`src/rtl/nco_iq_mix_dec.sv`:
```
// rtl/nco_iq_mix_dec.sv - NCO quadrature mixer with integrate-and-dump decimation
// Optional output saturation: define IQ_MIX_DEC_SAT_EN (default build wraps to OW bits).
module nco_iq_mix_dec #(
  parameter int MPR   = 16,
  parameter int DW    = 14,
  parameter int OW    = 16,
  parameter int DECW  = 8,
  parameter int SHIFT = 14
) (
  input  logic                   clk,
  input  logic                   reset,
  input  logic                   clken,
  input  logic signed [DW-1:0]   adc_data_i,
  input  logic                   adc_valid_i,
  input  logic signed [MPR-1:0]  fcos_i,
  input  logic signed [MPR-1:0]  fsin_i,
  input  logic                   nco_valid_i,
  input  logic        [DECW-1:0] dec_factor_i,
  output logic signed [OW-1:0]   i_o,
  output logic signed [OW-1:0]   q_o,
  output logic                   out_valid
);

  localparam int PW = DW + MPR;
  localparam int AW = PW + DECW;
  localparam logic signed [AW-1:0] HALF = AW'(1) << (SHIFT - 1);
`ifdef IQ_MIX_DEC_SAT_EN
  localparam logic signed [AW-1:0] HI = AW'((2 ** (OW - 1)) - 1);
  localparam logic signed [AW-1:0] LO = -AW'(2 ** (OW - 1));
`endif

  logic signed [DW-1:0]  adc_r;
  logic signed [MPR-1:0] cos_r;
  logic signed [MPR-1:0] sin_r;
  logic                  v1;

  logic signed [PW-1:0]  pi_r;
  logic signed [PW-1:0]  pq_r;
  logic                  v2;

  logic        [DECW-1:0] cnt;
  logic        [DECW-1:0] d_lat;
  logic signed [AW-1:0]   acc_i;
  logic signed [AW-1:0]   acc_q;
  logic                   dump;

  logic        [DECW-1:0] d_new;
  logic        [DECW-1:0] d_blk;
  logic                   last;
  logic signed [AW-1:0]   ext_i;
  logic signed [AW-1:0]   ext_q;
  logic signed [AW-1:0]   new_i;
  logic signed [AW-1:0]   new_q;

  // Round half up, then either clamp or wrap to the output width.
  function automatic logic signed [OW-1:0] limit(input logic signed [AW-1:0] a);
`ifdef IQ_MIX_DEC_SAT_EN
    logic signed [AW-1:0] r;
    r = (a + HALF) >>> SHIFT;
    if (r > HI)      return OW'(HI);
    else if (r < LO) return OW'(LO);
    else             return OW'(r);
`else
    return OW'((a + HALF) >>> SHIFT);
`endif
  endfunction

  always_ff @(posedge clk) begin
    if (reset) begin
      adc_r <= '0;
      cos_r <= '0;
      sin_r <= '0;
      v1    <= 1'b0;
      pi_r  <= '0;
      pq_r  <= '0;
      v2    <= 1'b0;
    end else if (clken) begin
      adc_r <= adc_data_i;
      cos_r <= fcos_i;
      sin_r <= fsin_i;
      v1    <= adc_valid_i & nco_valid_i;
      pi_r  <= adc_r * cos_r;
      pq_r  <= -(adc_r * sin_r);
      v2    <= v1;
    end
  end

  // A block's length is fixed by dec_factor_i as seen when its first product arrives.
  always_comb begin
    d_new = (dec_factor_i == '0) ? DECW'(1) : dec_factor_i;
    d_blk = (cnt == '0) ? d_new : d_lat;
    last  = (cnt == d_blk - DECW'(1));
    ext_i = {{DECW{pi_r[PW-1]}}, pi_r};
    ext_q = {{DECW{pq_r[PW-1]}}, pq_r};
    new_i = (cnt == '0) ? ext_i : acc_i + ext_i;
    new_q = (cnt == '0) ? ext_q : acc_q + ext_q;
  end

  always_ff @(posedge clk) begin
    if (reset) begin
      cnt   <= '0;
      d_lat <= DECW'(1);
      acc_i <= '0;
      acc_q <= '0;
      dump  <= 1'b0;
    end else if (clken) begin
      dump <= 1'b0;
      if (v2) begin
        acc_i <= new_i;
        acc_q <= new_q;
        if (cnt == '0) d_lat <= d_new;
        if (last) begin
          cnt  <= '0;
          dump <= 1'b1;
        end else begin
          cnt <= cnt + DECW'(1);
        end
      end
    end
  end

  always_ff @(posedge clk) begin
    if (reset) begin
      i_o       <= '0;
      q_o       <= '0;
      out_valid <= 1'b0;
    end else if (clken) begin
      out_valid <= dump;
      if (dump) begin
        i_o <= limit(acc_i);
        q_o <= limit(acc_q);
      end
    end
  end

endmodule

```
`config.mk`:
```
export PLATFORM = sky130hd
export DESIGN_NAME = nco_iq_mix_dec
export DESIGN_NICKNAME = d
export VERILOG_FILES = /design/src/rtl/nco_iq_mix_dec.sv
export SDC_FILE = /design/constraint.sdc
export NUM_CORES = 2
export LEC_CHECK = 0
export CAP_MARGIN = 30
export CORE_ASPECT_RATIO = 1.5
export CORE_MARGIN = 2
export CORE_UTILIZATION = 36
export DETAILED_ROUTE_END_ITERATION = 8
export PLACE_DENSITY = 0.6
export SYNTH_ARGS = -nofsm -noshare
export SYNTH_HDL_FRONTEND = slang
export SYNTH_SLANG_ARGS = --single-unit
```
`constraint.sdc`:
```
create_clock -name clk -period 11.45 [get_ports clk]
set_input_delay 1.145 -clock clk [delete_from_list [all_inputs] [get_ports clk]]
set_output_delay 1.145 -clock clk [all_outputs]
set_load 0.1 [all_outputs]
```
==> results by group <==
STA
  • Unrepaired setup endpoints after global routing: no
  • Max frequency: approximately 0.14 GHz
  • Period utilization: 0.605
  • Final Hold Violating Endpoints: 0
  • Final period demand of the worst path: approximately 6.9 ns
  • Least-Margin Pin Slew: between 0.9 and 1 ns
  • Final TNS setup: 0 ns
  • Final setup violating endpoints: 0
  • Worst slew margin: 0.333
  • Final Max Slew Viols: 0
  • Worst Clk Skew: 0.0321 ns

Hold path
  • Hold Path End: q_o[0]
  • Min-Delay Path Depth: 2
  • Worst hold start: q_o[0]
  • Worst min-delay path category: flip-flop to flip-flop

Synth
  • Post-synthesis mux area share: 0.0316
  • Mapped Area: 0.0289 mm^2
  • Post-Syn Area per Cell: 8.64 um^2
  • Compound-gate portion of the synthesized area: 0.110
  • Post-Synth Simple-Gate Area: 0.165
  • Post-Synth Adder-Cell Area: 0.403
  • Top cell type's share of synthesized area: 0.303
  • XOR/XNOR Fraction of Synth Area: 0.0449
  • Cells after Synth: about 3300
  • Area contributors post-synth: fa_1, dfxtp_1, ha_1
  • Synth area leader: fa_1
  • Post-synth top flop: dfxtp_1
  • Syn Nets: ~4000
  • Post-synth EDFFs: 0
  • Asr flop ratio synth: 0
  • Largest family of logic cells by synthesized area: adder cells
  • #FFs+latches synth: 218
  • Synth warn: 0
  • Post-synthesis sequential area ratio: 0.151
  • Library cells used by synthesis: 75

Die
  • Die height: 351 um
  • CORE AREA: roughly 0.08 mm^2
  • I/O pin total: 92
  • Die Width: 235 um
  • Row count: roughly 130
  • Die area: around 0.082 mm^2
  • Starting density of the core: 0.362

Place
  • # port buffers: 91
  • Gpl congestion: 0.828
  • DP HPWL: 54300 um
  • Placed cell area: about 0.031 mm^2

Worst setup path
  • Reg2Reg Depth: 23
  • Reg-to-reg endpoint: pq_r[29]
  • Worst reg-to-reg setup slack: 4.52 ns
  • CP startpoint kind: flip-flop
  • CP Capture Type: flip-flop
  • Critical path class: flip-flop to flip-flop
  • Worst Path Required: 11.95 ns
  • Crit-path max FO: 22
  • Crit path DAT: 7.43 ns
  • Reg-to-reg startpoint: adc_r[4]

GRT
  • Global route total overflow: 0
  • Gr usage total: 0.177
  • Initial antenna violation count: 2
  • Number of global-route vias before repair: 23200
  • First-pass GRT wire length: 119000 um
  • Largest net degree at the start of global routing: about 130

Clocking
  • H-tree depth: 1
  • CTS tree: done
  • Root buffer cell: clkbuf_16
  • Cts repair resizes: 0
  • Hold_buf cts: 0
  • Clock Latency Late Sink: around 0.60 ns
  • Total clock sinks: 218
  • Setup bufs post-CTS: 0
  • CTS clk-pin slew, worst paths: roughly 0.060 ns
  • Max Root-Sink Buffers: 3
  • CTS Buf Count: 27

Final layout
  • Finished Cell Area: between 0.03 and 0.04 mm^2
  • Syn-to-layout area delta: 9.93%
  • Antenna diodes: 0
  • Commonest non-fill, non-tap cell in the layout: inv_1
  • Commonest non-fill, non-tap cells in the layout: inv_1, fa_1, nand2_1
  • Fraction of layout cells with a size suffix above 1: 0.0289
  • # nets final: approximately 4100

Route
  • Post-DRT Antenna Nets: 0
  • Via density: 5.02
  • DR iter-0 viols: 918
  • Residual DRC: 0
  • Final Routed Wirelength: 71400 um
  • Vias: ~22000
  • Drt wl/cell: between 15 and 20 um
  • Router iterations before antenna repair: 4

Power and ir drop
  • Power Density: ~110 mW/mm^2
  • Worst vdd ir: around 110 uV
  • Leakage Power: ~14 nW

Status
  • Outcome: completed

Flow run
  • Max_cap viols: 0
[Yosys cell counts (5+ instances only)]
cell	number
dfxtp_1	218
a31oi_1	22
o21bai_1	18
nand2b_1	17
a211oi_1	54
nand2_1	349
nor2_1	264
a21o_1	44
fa_1	437
o21ai_1	13
xnor2_1	99
inv_1	569
o21a_1	18
nor2b_1	12
buf_1	17
o21ai_0	58
a21oi_1	137
nor3_1	29
and3_1	18
ha_1	230
o211a_1	5
clkbuf_1	136
nand4_1	12
o211ai_1	14
a311oi_1	33
nand3_1	51
xor2_1	49
mux2i_1	90
and2_1	224
or3_1	14
[critical path: stages, from the launching register on]
cell,delay (ns)
dfxtp_1,0.88
buf_4,0.35
and2_1,0.21
fa_1,0.47
inv_1,0.09
fa_1,0.52
inv_1,0.25
fa_1,0.45
inv_1,0.09
fa_1,0.40
fa_1,0.49
inv_1,0.05
fa_1,0.47
inv_1,0.04
ha_1,0.32
a21o_1,0.18
a21oi_1,0.23
a21bo_2,0.25
a31o_2,0.24
a211o_1,0.29
a31oi_1,0.19
xnor2_1,0.14
nand2_1,0.07
a21oi_1,0.15
[layer usage]
| layer | share of wire | track usage | vias to the layer above |
|---|---|---|---|
| met5 | 0.00018 | 0 | - |
| met4 | 0.023 | 0.0482 | 2 |
| met3 | 0.039 | 0.0207 | 84 |
| met2 | 0.51 | 0.322 | 337 |
| met1 | 0.43 | 0.221 | 11000 |
| li1 | - | - | 10600 |
[sequential cells by signal (all words and copies together) (netlist names)]
register   count
sin_r         16
out_valid      1
v1             1
acc_q         30
cnt            8
adc_r         14
i_o           16
pi_r          30
v2             1
pq_r          30
d_lat          8
acc_i         30
q_o           16
cos_r         16
dump           1
[metrics by stage]
step	util	hold WS [ns]	power, W	std cells	worst slack [ns]
final	0.398	0.459	0.00363	4385	4.52
after floorplan	-	0.436	0.00231	3339	5.16
after detailed placement	0.387	0.452	0.00276	4337	4.50
after global placement	0.385	0.442	0.00274	4332	4.67
after global routing	0.398	0.480	0.00396	4385	4.11
after CTS	0.398	0.463	0.00368	4385	4.44
[worst max path at each step]
| stage | from | to | slack, ns | cells after the start |
|---|---|---|---|---|
| after CTS | adc_r[4] | pq_r[29] | 4.44 | 23 |
| after detailed placement | adc_r[4] | pq_r[29] | 4.50 | 23 |
| after floorplan | adc_r[0] | pq_r[29] | 5.16 | 23 |
| after global placement | adc_r[4] | pq_r[29] | 4.67 | 23 |
| final | adc_r[4] | pq_r[29] | 4.52 | 23 |
| after global routing | adc_r[4] | pq_r[29] | 4.11 | 23 |
[report_power, final]
part | internal [W] | total [W] | switching, W | leakage [nW]
sequential | 0.000820 | 0.000925 | 0.000105 | 1.78
combinational | 0.000802 | 0.00182 | 0.00101 | 12.0
clock | 0.000512 | 0.000889 | 0.000377 | 0.440
[area by class of cell]
cell class / instances / area [um^2]
inverters: 570 / 2140
well taps: 1032 / 1290
clock buffers: 36 / 759
flip-flops and latches: 218 / 4360
fillers: 8035 / 47900
multi-input cells: 2397 / 21800
clock inverters: 12 / 138
repair buffers: 120 / 1240
[cell families after synthesis]
family | count (synthesis)
adder cells (fa/ha/maj) | 667
multiplexers | 91
XOR/XNOR | 148
AND/OR/NAND/NOR | 1015
AO/OA/AOI/OAI | 476
flip-flops | 218
buffers and inverters | 724
(Power assumes the default switching activity.)
